===== config.mk =====
export PLATFORM = sky130hd
export DESIGN_NAME = lane_tx_framer
export DESIGN_NICKNAME = d
export VERILOG_FILES = /design/src/rtl/lane_tx_framer.sv
export SDC_FILE = /design/constraint.sdc
export NUM_CORES = 1
export LEC_CHECK = 0
export BUFFER_PORTS_ARGS = -buffer_cell sky130_fd_sc_hd__buf_4
export CORE_ASPECT_RATIO = 1.4
export CORE_MARGIN = 3
export CORE_UTILIZATION = 40
export CTS_CLUSTER_DIAMETER = 120
export DETAILED_ROUTE_END_ITERATION = 6
export GPL_TIMING_DRIVEN = 0
export SLEW_MARGIN = 15
export SYNTH_ARGS = -nofsm -noshare
export SYNTH_HDL_FRONTEND = slang
export SYNTH_SLANG_ARGS = --single-unit

===== constraint.sdc =====
create_clock -name clk -period 3.38 [get_ports clk]
set_clock_uncertainty 0.2 [all_clocks]
set_input_delay 0.338 -clock clk [delete_from_list [all_inputs] [get_ports clk]]
set_output_delay 0.338 -clock clk [all_outputs]
set_load 0.03 [all_outputs]

===== src/rtl/lane_tx_framer.sv =====
// Per-lane transmit framer: turns the channel-init ordered-set request into a
// continuous 2-byte/cycle symbol stream (SP / VER / idle / user data) for the
// 8B/10B encoder, and splices in periodic clock-compensation bursts.

package aurora_pkg;
    typedef struct packed {
        logic sp;
        logic ver;
        logic i;
    } ordered_sets_t;
endpackage

module lane_tx_framer
    import aurora_pkg::*;
#(
    parameter int CC_PERIOD = 5000,
    parameter int CC_LEN    = 6
) (
    input  logic          clk,
    input  logic          rst_n,
    input  ordered_sets_t ordered_sets,
    input  logic [15:0]   tx_user_data,
    input  logic          tx_user_valid,
    output logic          tx_user_ready,
    output logic [15:0]   tx_data,
    output logic [1:0]    tx_charisk
);

    localparam int CNT_W  = $clog2(CC_PERIOD);
    localparam int LEFT_W = $clog2(CC_LEN + 1);
    localparam logic [CNT_W-1:0]  CNT_MAX   = CNT_W'(CC_PERIOD - 1);
    localparam logic [LEFT_W-1:0] LEFT_INIT = LEFT_W'(CC_LEN - 1);
    localparam logic              CC_MULTI  = (CC_LEN > 1) ? 1'b1 : 1'b0;

    localparam logic [7:0] K28_5 = 8'hBC;
    localparam logic [7:0] K28_0 = 8'h1C;
    localparam logic [7:0] K28_3 = 8'h7C;
    localparam logic [7:0] K23_7 = 8'hF7;
    localparam logic [7:0] D21_4 = 8'h95;
    localparam logic [7:0] D21_5 = 8'hB5;
    localparam logic [7:0] D14_3 = 8'h6E;
    localparam logic [7:0] D10_2 = 8'h4A;

    // Position inside a 2-cycle ordered set; the second-half states remember
    // which set is being finished so a mid-set request change cannot truncate it.
    typedef enum logic [1:0] {
        ST_BOUNDARY = 2'b00,
        ST_SP_2ND   = 2'b01,
        ST_VER_2ND  = 2'b10
    } set_state_t;

    set_state_t        state_r, state_n;
    logic [15:0]       tx_data_r, tx_data_n;
    logic [1:0]        tx_charisk_r, tx_charisk_n;
    logic [6:0]        lfsr_r, lfsr_n;
    logic [CNT_W-1:0]  cc_cnt_r, cc_cnt_n;
    logic [LEFT_W-1:0] cc_left_r, cc_left_n;
    logic              cc_pending_r, cc_pending_n;
    logic              cc_active_r, cc_active_n;
    logic              phase_s;
    logic              data_mode_s;
    logic              cc_wrap_s;

    // Idle K-symbol selected by two LFSR bits.
    function automatic logic [7:0] idle_sym(input logic [1:0] sel);
        logic [7:0] sym;
        case (sel)
            2'b00:   sym = K28_5;
            2'b01:   sym = K28_5;
            2'b10:   sym = K28_0;
            2'b11:   sym = K28_3;
            default: sym = K28_5;
        endcase
        return sym;
    endfunction

    // One step of the x^7+x^6+1 Fibonacci LFSR.
    function automatic logic [6:0] lfsr_step(input logic [6:0] s);
        return {s[5:0], s[6] ^ s[5]};
    endfunction

    assign phase_s     = (state_r != ST_BOUNDARY);
    assign data_mode_s = ~(ordered_sets.sp | ordered_sets.ver | ordered_sets.i);
    assign cc_wrap_s   = (cc_cnt_r == CNT_MAX);

    // Ready only when a user word would actually be emitted at the next edge.
    always_comb begin
        tx_user_ready = rst_n & data_mode_s & ~phase_s & ~cc_active_r & ~cc_pending_r;
    end

    // Next-state and next-output selection: CC burst > set completion > new mode.
    always_comb begin
        state_n      = state_r;
        tx_data_n    = tx_data_r;
        tx_charisk_n = tx_charisk_r;
        lfsr_n       = lfsr_r;
        cc_left_n    = cc_left_r;
        cc_active_n  = cc_active_r;
        cc_pending_n = cc_pending_r | cc_wrap_s;
        cc_cnt_n     = cc_wrap_s ? {CNT_W{1'b0}} : (cc_cnt_r + CNT_W'(1));

        if (cc_active_r) begin
            tx_data_n    = {K23_7, K23_7};
            tx_charisk_n = 2'b11;
            if (cc_left_r <= LEFT_W'(1)) begin
                cc_active_n = 1'b0;
                cc_left_n   = {LEFT_W{1'b0}};
            end else begin
                cc_left_n   = cc_left_r - LEFT_W'(1);
            end
        end else begin
            case (state_r)
                ST_SP_2ND: begin
                    tx_data_n    = {D21_5, D21_5};
                    tx_charisk_n = 2'b00;
                    state_n      = ST_BOUNDARY;
                end
                ST_VER_2ND: begin
                    tx_data_n    = {D10_2, D10_2};
                    tx_charisk_n = 2'b00;
                    state_n      = ST_BOUNDARY;
                end
                ST_BOUNDARY: begin
                    if (cc_pending_r) begin
                        // Burst start; a wrap in this very cycle re-arms pending.
                        tx_data_n    = {K23_7, K23_7};
                        tx_charisk_n = 2'b11;
                        cc_active_n  = CC_MULTI;
                        cc_left_n    = LEFT_INIT;
                        cc_pending_n = cc_wrap_s;
                    end else if (ordered_sets.sp) begin
                        tx_data_n    = {K28_5, D21_4};
                        tx_charisk_n = 2'b10;
                        state_n      = ST_SP_2ND;
                    end else if (ordered_sets.ver) begin
                        tx_data_n    = {K28_5, D14_3};
                        tx_charisk_n = 2'b10;
                        state_n      = ST_VER_2ND;
                    end else if (!ordered_sets.i && tx_user_valid && tx_user_ready) begin
                        tx_data_n    = tx_user_data;
                        tx_charisk_n = 2'b00;
                    end else begin
                        tx_data_n    = {idle_sym(lfsr_r[1:0]), idle_sym(lfsr_r[3:2])};
                        tx_charisk_n = 2'b11;
                        lfsr_n       = lfsr_step(lfsr_r);
                    end
                end
                default: begin
                    state_n = ST_BOUNDARY;
                end
            endcase
        end
    end

    // State and output registers with synchronous active-low reset.
    always_ff @(posedge clk) begin
        if (!rst_n) begin
            state_r      <= ST_BOUNDARY;
            tx_data_r    <= 16'h0000;
            tx_charisk_r <= 2'b00;
            lfsr_r       <= 7'h7F;
            cc_cnt_r     <= {CNT_W{1'b0}};
            cc_left_r    <= {LEFT_W{1'b0}};
            cc_pending_r <= 1'b0;
            cc_active_r  <= 1'b0;
        end else begin
            state_r      <= state_n;
            tx_data_r    <= tx_data_n;
            tx_charisk_r <= tx_charisk_n;
            lfsr_r       <= lfsr_n;
            cc_cnt_r     <= cc_cnt_n;
            cc_left_r    <= cc_left_n;
            cc_pending_r <= cc_pending_n;
            cc_active_r  <= cc_active_n;
        end
    end

    assign tx_data    = tx_data_r;
    assign tx_charisk = tx_charisk_r;

endmodule


* Yosys cells after proc, flatten, opt, wreduce, memory -nomap -nowiden
Cells that the tools add are included.
** Operators by class
- Muxes and demuxes :: 29
- Add/sub/neg operators :: 2
- Reductions and logical operators :: 20
- Order comparisons :: 1
- Bitwise gates (word level) :: 16
- Equal/unequal tests :: 11
** Operators by type and width (number)
- $mux W16 :: 5
- $pmux W16 S3 :: 1
- $pmux W8 S3 :: 2
- $mux W2 :: 9
- $add A13 B1 Y13 const B :: 1
- $eq A13 B13 Y1 const B :: 1
- $mux W3 :: 4
- $eq A2 B2 Y1 const B :: 5
- $reduce_or A2 Y1 :: 5
- $not A1 Y1 :: 8
- $mux W1 :: 7
- $eq A2 B1 Y1 const B :: 3
- $logic_not A2 Y1 :: 3
- $reduce_and A6 Y1 :: 1
- $reduce_bool A2 Y1 :: 3
- $reduce_bool A3 Y1 :: 2
- $and A1 B1 Y1 :: 4
- $pmux W2 S2 :: 1
- $reduce_bool A4 Y1 :: 1
- $le A3 B1 Y1 const B :: 1
- $ne A3 B3 Y1 const B :: 1
- $or A1 B1 Y1 :: 3
- $reduce_and A3 Y1 :: 1
- $sub A3 B1 Y3 const B :: 1
- 5 further kinds :: 6
** Word-level totals
- Register bits after elaboration :: 45

* Longest topological paths before layout
Gate-level depths: netlist of the first run.
- Depth after elaboration :: 14
- Gate-level depth with buffers :: 7
- Depth with buffers taken out :: 6

* Least setup slack after synthesis of the first run
Ideal clock, no wire load.
- Path kind :: register -> register
- Start :: register state_r[0]
- End :: register tx_data_r[13] (netlist: tx_data[13])
- Data arrival time :: 1.652 ns
- Path slack :: 1.394 ns
- Data required time :: 3.046 ns
- Buffers on the path :: 1
- Stages on the path, launching flop included :: 8
- Period minus slack after synthesis :: 1.986 ns
- Cells stage by stage :: dfxtp_1 > inv_1 > ha_1 > clkbuf_2 > nor3b_1 > nand3_1 > o221ai_1 > a21oi_1
** Between the ends
- Cells in the longest elaborated chain, start to end :: 12
** Ends and longest elaborated chain
- start: declaration :: line 52 : set_state_t state_r, state_n;
- start signal: assignment :: line 167 : state_r <= state_n;
- $reduce_bool A2 Y1 :: line 82 : assign phase_s = (state_r != ST_BOUNDARY);
- $not A1 Y1 :: line 88 : tx_user_ready = rst_n & data_mode_s & ~phase_s & ~cc_active_r & ~cc_pending_r;
- $and A1 B1 Y1 (3 in a row) :: line 88
- $logic_and A1 B1 Y1 :: line 139 : end else if (!ordered_sets.i && tx_user_valid && tx_user_ready) begin
- $mux W16 :: line 139
- $mux W16 :: line 135 : end else if (ordered_sets.ver) begin
- $mux W16 :: line 131 : end else if (ordered_sets.sp) begin
- $mux W16 :: line 124 : if (cc_pending_r) begin
- $pmux W16 S3 :: line 112 : case (state_r)
- $mux W16 :: line 102 : if (cc_active_r) begin
- end signal: assignment :: line 168 : tx_data_r <= tx_data_n;
- end: declaration :: line 53 : logic [15:0] tx_data_r, tx_data_n;
Parallel ways exist; a longest one is shown, timed or not.
A chain may end at the register's enable or synchronous reset.

* Worst setup path after layout of the first run
- Start :: register state_r[0]
- End :: output tx_user_ready
** Between the ends
- Cells in the longest elaborated chain, start to end :: 5
** Ends and longest elaborated chain
- $reduce_bool A2 Y1 :: line 82
- $not A1 Y1 :: line 88
- $and A1 B1 Y1 (3 in a row) :: line 88
- end: declaration :: line 24 : output logic tx_user_ready,
Every way passes these cells.

==> impl_metrics.env, run 1 <==
export IMPL_hp_class="in -> reg"
export IMPL_vdd_ir_drop_max_uv=284
export IMPL_finalSetupViolations=0
export IMPL_ys_types=47
export IMPL_yosys_top_cells_area="dfxtp_1 (42%), nor2_1 (4.7%), o21ai_0 (4.7%), nand2_1 (4.2%), ha_1 (3.5%)"
export IMPL_routed_via_count=1914
export IMPL_dieArea_um2=6260
export IMPL_status="completed"
export IMPL_yosys_warnings=0
export IMPL_row_count=30
export IMPL_dpl_hpwl_mm=4.10
export IMPL_required_ns=2.84
export IMPL_crit_type="reg -> out"
export IMPL_gr_total_overflow=0
export IMPL_synth_most_common_cell="dfxtp_1"
export IMPL_synth_top_cell_by_area="dfxtp_1"
export IMPL_post_cts_resized=0
export IMPL_io_buffers=40
export IMPL_ys_seq_area_frac=0.422
export IMPL_max_freq_ghz=0.381
export IMPL_leakagePower_uw=0.00105
export IMPL_die_y_um=92.5
export IMPL_rsz0062_at_grt="no"
export IMPL_avgSynthCellArea_um2=8.61
export IMPL_worst_r2r_setup_slack_ns=0.80
export IMPL_routabilityCongestion=0.837
export IMPL_power_density_nw_per_um2=446
export IMPL_hold_buffers=0
export IMPL_post_route_drc_count=0
export IMPL_synth_area_um2=2140
export IMPL_hold_viol=0
export IMPL_synth_top_area_frac=0.422
export IMPL_ios=41
export IMPL_reg2reg_depth=7
export IMPL_core_area_um2=4990
export IMPL_die_x_um=67.8
export IMPL_initialDrtViolationCount=45
export IMPL_htreeDepth=2
export IMPL_ys_flop_type="dfxtp_1"
export IMPL_hold_start="tx_user_data[8]"
export IMPL_tritoncts="built"
export IMPL_nets=323
export IMPL_wl_mm=5.28
export IMPL_startpoint_type="register"
export IMPL_cts_sinks=45
export IMPL_ant_nets=0
export IMPL_worst_ep_arrival_time_ns=2.09
export IMPL_holdPathStages=3
export IMPL_grt_max_degree=16
export IMPL_drv_cap=0
export IMPL_antenna_found_initial=0
export IMPL_min_period_over_period=0.777
export IMPL_worstReg2RegStart="state_r[0]$_SDFFE_PN0P_"
export IMPL_maxSlewHeadroom=0.531
export IMPL_worst_slew_pin_slew_ns=0.702
export IMPL_place_ws_ns=0.855
export IMPL_n_antenna_cell=0
export IMPL_fin_crit_ns=2.62
export IMPL_r2r_end="tx_data[3]$_SDFFE_PP0P_"
export IMPL_ctsLongestPathBuffers=2
export IMPL_critical_path_max_fanout=10
export IMPL_grt_pass1_wl_mm=8.80
export IMPL_slew_viol_final=0
export IMPL_ys_top_cells_by_count="dfxtp_1 (45), nor2_1 (27), nand2_1 (24)"
export IMPL_async_flop_share=0
export IMPL_endpoint_kind="primary output"
export IMPL_drive_gt1_frac=0.206
export IMPL_initial_core_util=0.428
export IMPL_path_clk_slew_ns=0.09
export IMPL_cts_setup_buffers=0
export IMPL_clk_latency_ns=0.31
export IMPL_wl_per_cell_um=14.7
export IMPL_syn_to_final_growth_pct=22.0
export IMPL_fin_tns_setup_ns=0
export IMPL_synth_edf_count=0
export IMPL_worst_slack_ns=0.755
export IMPL_clockRootBuffer="clkbuf_8"
export IMPL_grtUsageTotal=0.184
export IMPL_postSynthCellCount=248
export IMPL_numCtsBuffers=5
export IMPL_synth_seq_cells=45
export IMPL_via_per_inst=5.32
export IMPL_min_to="tx_data[8]$_SDFFE_PN0P_"
export IMPL_grt_pass1_vias=1848
export IMPL_firstDrtPassIters=4
export IMPL_critPathLaunch="state_r[0]$_SDFFE_PN0P_"
export IMPL_syn_nets=276
[worst max-delay path, stage by stage (launching register included)]
cell      delay (ns)
dfxtp_1         0.32
inv_1           0.10
ha_1            0.17
clkbuf_2        0.20
nor3b_1         0.61
and2_1          0.23
buf_4           0.16
[state kept, by name, summed over array words and instances, names as in the netlist]
name          count
cc_active_r       1
tx_data          16
cc_cnt_r         13
lfsr_r            7
cc_left_r         3
tx_charisk        2
cc_pending_r      1
state_r           2
[stage by stage]
step	std cells	area [µm²]	total power [µW]	hold WS, ns	utilization
final	360	2610	1160	0.0838	0.522
after global routing	360	2610	1220	0.0910	0.522
after CTS	360	2610	1180	0.0790	0.522
after detailed placement	352	2520	834	0.254	0.504
after global placement	352	2520	833	0.235	0.504
after floorplan	248	2140	738	0.218	-
[cells by family after synthesis]
| logic type | Yosys count | share of synthesized area |
|---|---|---|
| flip-flops | 45 | 0.422 |
| AND/OR/NAND/NOR | 91 | 0.217 |
| adder cells (fa/ha/maj) | 6 | 0.0351 |
| multiplexers | 6 | 0.0281 |
| XOR/XNOR | 12 | 0.0492 |
| buffers and inverters | 26 | 0.0498 |
| AO/OA/AOI/OAI | 62 | 0.199 |
[layout make-up]
| type | count | area, µm² |
|---|---|---|
| plain buffers | 11 | 50.0 |
| clock buffers | 5 | 68.8 |
| clock inverters | 3 | 21.3 |
| fillers | 514 | 2390 |
| inverters | 15 | 56.3 |
| multi-input cells | 177 | 1130 |
| flip-flops and latches | 45 | 901 |
| well taps | 64 | 80.1 |
| repair buffers | 40 | 300 |
[placed cells by master, fill, tap and decap left out, types with 2 or more instances in the layout]
cell type and count:
a21boi_0 2, o221a_2 3, mux2i_1 6, nor3b_1 4, nor2_1 27, nand3_1 5
nand2_1 24, a211oi_1 2, o211ai_1 3, inv_1 15, xor2_1 5, nand2b_1 4
clkbuf_8 5, clkbuf_1 9, a311oi_1 2, o21ai_0 20, nand4_1 4, xnor2_1 7
a221oi_1 3, and2_1 5, nor3_1 5, buf_4 40, o221ai_1 2, o21a_1 5
a21oi_1 12, dfxtp_1 45, ha_1 6, or3_1 2
[metal layers]
metal / GRT usage / vias to the layer above / wire length, µm
li1: - / 962 / -
met1: 0.221 / 914 / 2300
met2: 0.317 / 32 / 2700
met3: 0.0425 / 6 / 209
met4: 0.0508 / 0 / 67
met5: 0 / - / 0
[worst max-delay path by stage]
stage	end	slack, ns	cells after the start
detailed placement	tx_data[3]$_SDFFE_PP0P_	0.85	7
CTS	tx_user_ready	0.75	6
finish	tx_user_ready	0.76	6
global placement	tx_data[13]$_SDFFE_PN0P_	0.77	7
global route	tx_data[3]$_SDFFE_PP0P_	0.53	7
floorplan	tx_data[13]$_SDFFE_PN0P_	1.39	7
[power by group]
| part | internal [µW] | total [µW] | switching, µW | leakage [µW] |
|---|---|---|---|---|
| clock | 147 | 342 | 195 | 0.0000445 |
| sequential | 563 | 583 | 20.1 | 0.000369 |
| combinational | 94.6 | 237 | 142 | 0.000638 |
| total | 804 | 1160 | 358 | 0.00105 |
Power figures use the tool's default switching activity.
==> inputs of run 2 (changes only) <==
ABC_AREA = 1   (was not set)
clock period = 2.3 ns   (was 3.38 ns; I/O delays follow)
==> run 2 against run 1 <==
Compared with the run above: register-to-register slack worse by 0.58 ns; highest routed layer unchanged; final cell count increased by 12%; clock power grew 46%; combinational power increased by 64%; area after synthesis decreased by 0.41%; critical path depth is 2 higher; design area up 1.3%.
==> impl_metrics.env, run 2 <==
export IMPL_wl_per_cell_um=13.2
export IMPL_numCtsBuffers=5
export IMPL_ys_seq_area_frac=0.424
export IMPL_grt_pass1_vias=1935
export IMPL_synthXorXnorAreaFrac=0.0124
export IMPL_core_area_um2=4990
export IMPL_dieArea_um2=6240
export IMPL_via_per_inst=5.01
export IMPL_routabilityCongestion=0.903
export IMPL_maxSlewHeadroom=0.596
export IMPL_yosys_area_share_simple=0.282
export IMPL_critPathMaxStageDelay_ns=0.33
export IMPL_hold_viol=0
export IMPL_crit_type="reg -> out"
export IMPL_clockRootBuffer="clkbuf_8"
export IMPL_grtUsageTotal=0.185
export IMPL_wl_mm=5.30
export IMPL_async_flop_share=0
export IMPL_worst_ep_arrival_time_ns=1.73
export IMPL_vdd_ir_drop_max_uv=301
export IMPL_routed_via_count=2015
export IMPL_cpLargestDelayFamily="buffers and inverters"
export IMPL_avgSynthCellArea_um2=7.41
export IMPL_synth_top_cell_by_area="dfxtp_1"
export IMPL_design_area_um2=2640
export IMPL_path_buf_inv=4
export IMPL_synth_compound_area_frac=0.161
export IMPL_die_x_um=67.6
export IMPL_postSynthCellCount=287
export IMPL_cts_sinks=45
export IMPL_n_antenna_cell=0
export IMPL_grt_max_degree=13
export IMPL_synthMuxAreaShare=0
export IMPL_required_ns=1.87
export IMPL_syn_to_final_growth_pct=24.2
export IMPL_antenna_found_initial=0
export IMPL_post_route_drc_count=0
export IMPL_initial_core_util=0.426
export IMPL_rsz0062_at_grt="no"
export IMPL_place_area_um2=2510
export IMPL_htreeDepth=2
export IMPL_fill_cells=522
export IMPL_regArea_um2=901
export IMPL_io_buffers=40
export IMPL_syn_nets=315
export IMPL_tritoncts="built"
export IMPL_ctsLongestPathBuffers=2
export IMPL_max_freq_ghz=0.463
export IMPL_yosys_warnings=0
export IMPL_yosys_top_cells_area="dfxtp_1 (42%), nand2_1 (11%), a21oi_1 (6.4%), inv_1 (5.3%), o21ai_0 (4.5%)"
export IMPL_power_density_nw_per_um2=666
export IMPL_ys_flop_type="dfxtp_1"
export IMPL_crit_top_cell="inv_1"
export IMPL_endpoint_kind="primary output"
export IMPL_worst_r2r_setup_slack_ns=0.22
export IMPL_synthAdderAreaFrac=0.0353
export IMPL_place_ws_ns=0.103
export IMPL_ys_types=36
export IMPL_firstDrtPassIters=4
export IMPL_clk_latency_ns=0.30
export IMPL_status="completed"
export IMPL_ys_top_cells_by_count="nand2_1 (60), dfxtp_1 (45), inv_1 (30)"
export IMPL_synth_top_area_frac=0.424
export IMPL_drive_gt1_frac=0.198
export IMPL_critical_path_max_fanout=8
export IMPL_dpl_hpwl_mm=4.07
export IMPL_die_y_um=92.3
export IMPL_hp_class="in -> reg"
export IMPL_largest_reg_flops=16
export IMPL_synth_most_common_cell="nand2_1"
export IMPL_synth_edf_count=0
export IMPL_fin_crit_ns=2.16
export IMPL_synth_seq_cells=45
export IMPL_cts_setup_buffers=0
export IMPL_finalSetupViolations=0
export IMPL_final_cell_mix="nand2_1 (60), dfxtp_1 (45), buf_4 (40), inv_1 (30), a21oi_1 (27)"
export IMPL_path_clk_slew_ns=0.08
export IMPL_slew_viol_final=0
export IMPL_ant_nets=0
export IMPL_fin_tns_setup_ns=0
export IMPL_nets=366
export IMPL_startpoint_type="register"
export IMPL_crit_slowest_cell="dfxtp_1"
export IMPL_initialDrtViolationCount=72
export IMPL_path_cells="inv_1 > ha_1 > buf_6 > nand2_2 > nor2_2 > inv_1 > nor3_1 > buf_4"
export IMPL_row_count=30
export IMPL_drv_cap=0
export IMPL_worst_slack_ns=0.141
export IMPL_synth_top_family_by_area="simple AND/OR/NAND/NOR gates"
export IMPL_gr_total_overflow=0
export IMPL_grt_pass1_wl_mm=8.89
export IMPL_worst_slew_pin_slew_ns=0.604
export IMPL_leakagePower_uw=0.00114
export IMPL_min_period_over_period=0.939
export IMPL_layout_commonest_cell="nand2_1"
export IMPL_synth_area_um2=2130
export IMPL_ios=41
export IMPL_multi_input_area_um2=1050
[run 2: cell types whose count changed in the layout (fill, tap and decap cells not counted), sizes merged, moves of 6 or more]
cell	previous run	this run
xnor2	7	1
a21oi	12	27
nand3	5	16
mux2i	6	0
inv	16	35
nand2	25	64
[run 2: path summary, 6_finish.rpt]
| path | to | start | cells after the start |
|---|---|---|---|
| worst max-delay path | tx_user_ready | state_r[0]$_SDFFE_PN0P_ | 8 |
| worst min register to register | cc_cnt_r[0]$_SDFF_PP0_ | cc_cnt_r[0]$_SDFF_PP0_ | 1 |
| worst max register to register | tx_data[14]$_SDFFE_PN0P_ | state_r[0]$_SDFFE_PN0P_ | 8 |
| worst min-delay path | tx_data[2]$_SDFFE_PN0P_ | tx_user_data[2] | 3 |
[run 2: cell type report]
| class | count | share of cell area |
|---|---|---|
| timing repair buffer | 44 | 0.129 |
| inverter | 36 | 0.0531 |
| tap | 64 | 0.0303 |
| multi-input combinational | 199 | 0.398 |
| clock buffer | 7 | 0.0327 |
| buffer | 7 | 0.0161 |
| sequential | 45 | 0.341 |
[run 2: cells by family (layout without fill, tap and decap cells)]
logic type	Yosys count	in the layout
AO/OA/AOI/OAI	63	63
XOR/XNOR	3	3
adder cells (fa/ha/maj)	6	6
buffers and inverters	43	94
flip-flops	45	45
AND/OR/NAND/NOR	127	127
[run 2: report_power, final]
| part | internal, µW | total, µW | switching [µW] |
|---|---|---|---|
| registers | 836 | 871 | 35.3 |
| clock network | 239 | 498 | 260 |
| logic | 147 | 389 | 243 |
[run 2: what timing repair did]
item                                    in CTS  in global routing
resized for setup                            0                  2
hold endpoints to repair                     4                  0
endpoints found under the setup margin       0                 10
hold buffers                                 4                  0
[run 2: metrics by stage]
step | hold WS (ns) | utilization | instances | power [µW]
after floorplan | 0.168 | - | 287 | 1120
after global placement | 0.233 | 0.502 | 391 | 1270
after detailed placement | 0.250 | 0.502 | 391 | 1270
after CTS | 0.00896 | 0.528 | 402 | 1780
after global routing | 0.0245 | 0.529 | 402 | 1850
final | 0.0183 | 0.529 | 402 | 1760
[run 2: metal layers]
metal,vias to the layer above,global-route usage,wire (µm)
li1,1046,-,-
met1,917,0.210,2200
met2,42,0.323,2710
met4,0,0.0778,106
met5,-,0,0
met3,10,0.0392,278
[run 2: tightest hold or removal path, cell delays in order]
cell and delay (ns):
buf_4 0.11, nand2_1 0.05, a31oi_1 0.07
==> inputs of run 3 (changes only) <==
clock period = 2.05 ns   (was 2.3 ns; I/O delays follow)
==> run 3 against run 2 <==
Compared with the run above: critical path depth did not move; non-clock buffer count rose by 8; utilization rose by 2.0 points; routed wire length rose by 4.0%; combinational power rose by 21%; register-to-register slack got worse by 0.06 ns; first-iteration DRC count fell by 21%; clock-buffer cell count did not move; critical endpoint unchanged.
==> impl_metrics.env, run 3 (same netlist as run 2, synthesis figures left out) <==
export IMPL_wl_per_cell_um=13.4
export IMPL_holdWs_ns=0.00784
export IMPL_dpl_cell_count=391
export IMPL_via_per_inst=5.00
export IMPL_final_cell_count_no_fill=410
export IMPL_htreeDepth=2
export IMPL_r2r_end="tx_data[9]$_SDFFE_PN0P_"
export IMPL_worst_r2r_setup_slack_ns=0.16
export IMPL_grt_pass1_vias=1957
export IMPL_required_ns=1.64
export IMPL_die_x_um=67.6
export IMPL_fin_crit_ns=1.99
export IMPL_min_period_over_period=0.971
export IMPL_final_cell_mix="nand2_1 (60), buf_4 (47), dfxtp_1 (43), inv_1 (27), a21oi_1 (27)"
export IMPL_drv_cap=0
export IMPL_post_route_drc_count=0
export IMPL_core_area_um2=4990
export IMPL_maxUsedRoutingLayer="met4"
export IMPL_initialDrtViolationCount=57
export IMPL_utilization=0.549
export IMPL_critical_path_max_fanout=6
export IMPL_firstDrtPassIters=4
export IMPL_power_density_nw_per_um2=732
export IMPL_antenna_found_initial=0
export IMPL_leakagePower_uw=0.00119
export IMPL_critPathLaunch="state_r[1]$_SDFFE_PN0P_"
export IMPL_min_to="tx_data[1]$_SDFFE_PN0P_"
export IMPL_vdd_ir_drop_max_uv=338
export IMPL_worst_ep_arrival_time_ns=1.59
export IMPL_dieArea_um2=6240
export IMPL_initial_core_util=0.426
export IMPL_hold_start="tx_user_data[1]"
export IMPL_endpoint_kind="primary output"
export IMPL_holdPathStages=3
export IMPL_tritoncts="built"
export IMPL_ctsLongestPathBuffers=2
export IMPL_grtUsageTotal=0.189
export IMPL_wl_met2_mm=2.80
export IMPL_startpoint_type="register"
export IMPL_ant_nets=0
export IMPL_routed_via_count=2051
export IMPL_syn_to_final_growth_pct=28.8
export IMPL_power_uw=2010
export IMPL_row_count=30
export IMPL_io_buffers=40
export IMPL_ios=41
export IMPL_met3_length_um=258
export IMPL_max_freq_ghz=0.502
export IMPL_slew_viol_final=0
export IMPL_numCtsBuffers=5
export IMPL_n_antenna_cell=0
export IMPL_grt_pass1_wl_mm=9.06
export IMPL_path_clk_slew_ns=0.09
export IMPL_drt_met1_wl_mm=2.32
export IMPL_hp_class="in -> reg"
export IMPL_gr_total_overflow=0
export IMPL_fill_cells=515
export IMPL_grt_max_degree=13
export IMPL_drive_gt1_frac=0.237
export IMPL_status="completed"
export IMPL_reg2reg_depth=9
export IMPL_maxSlewHeadroom=0.601
export IMPL_place_ws_ns=-0.147
export IMPL_nets=374
export IMPL_regArea_um2=903
export IMPL_die_y_um=92.3
export IMPL_crit_type="reg -> out"
export IMPL_clk_latency_ns=0.30
export IMPL_largest_reg_flops=16
export IMPL_worst_slew_pin_slew_ns=0.596
export IMPL_routabilityCongestion=0.903
export IMPL_finalSetupViolations=0
export IMPL_worstReg2RegStart="state_r[1]$_SDFFE_PN0P_"
export IMPL_worst_slack_ns=0.0598
export IMPL_hold_viol=0
export IMPL_layout_commonest_cell="nand2_1"
export IMPL_clockRootBuffer="clkbuf_8"
export IMPL_wl_mm=5.51
export IMPL_multi_input_area_um2=1080
export IMPL_cts_sinks=45
export IMPL_dpl_hpwl_mm=4.07
-- run 3: cell count changes in the layout (fill, tap and decap cells not counted), moves of 2 or more --
cell / before / now
buf_4: 40 / 47
nor2_4: 1 / 3
nor2_2: 3 / 1
dfxtp_1: 45 / 43
dfxtp_2: 0 / 2
inv_2: 5 / 8
inv_1: 30 / 27
-- run 3: power by group --
part	leakage, µW	internal [µW]	switching [µW]
registers	0.000371	939	40.1
logic	0.000773	186	285
clock network	0.0000443	268	289
total	0.00119	1390	614
-- run 3: layout make-up --
cell class / count / share of cell area
inverter: 36 / 0.0511
buffer: 7 / 0.0160
multi-input combinational: 199 / 0.395
tap: 64 / 0.0292
clock buffer: 7 / 0.0315
sequential: 45 / 0.330
timing repair buffer: 52 / 0.147
-- run 3: through the flow --
step | setup TNS [ns] | area [µm²]
floorplan | 0 | 2130
global placement | -0.811 | 2510
detailed placement | -1.19 | 2510
CTS | 0 | 2670
global route | -0.0158 | 2740
finish | 0 | 2740
-- run 3: how the worst max path moves through the flow --
stage	end	cells after the start
6_report	tx_user_ready	8
5_1_grt	tx_user_ready	8
4_1_cts	tx_user_ready	8
3_5_place_dp	tx_data[9]$_SDFFE_PN0P_	9
3_3_place_gp	tx_data[1]$_SDFFE_PN0P_	9
2_1_floorplan	tx_user_ready	7
-- run 3: critical path, cell delays in order, from the launching register on --
cell	delay, ns
dfxtp_2	0.34
inv_2	0.08
ha_4	0.12
buf_6	0.12
nand2_4	0.07
nor2_4	0.14
inv_2	0.06
nor3_2	0.17
buf_4	0.18
-- run 3: timing repair --
| action | 4_1_cts | 5_1_grt |
|---|---|---|
| hold endpoints to repair | 5 | 0 |
| buffers inserted | 1 | 6 |
| endpoints found under the setup margin | 11 | 18 |
| hold buffers | 5 | 0 |
| pin swaps | 1 | 3 |
| resized for setup | 5 | 9 |
-- run 3: routing by layer --
metal / vias to the layer above / GRT usage
li1: 1060 / -
met1: 939 / 0.219
met2: 42 / 0.326
met3: 10 / 0.0368
met4: 0 / 0.0778
met5: - / 0
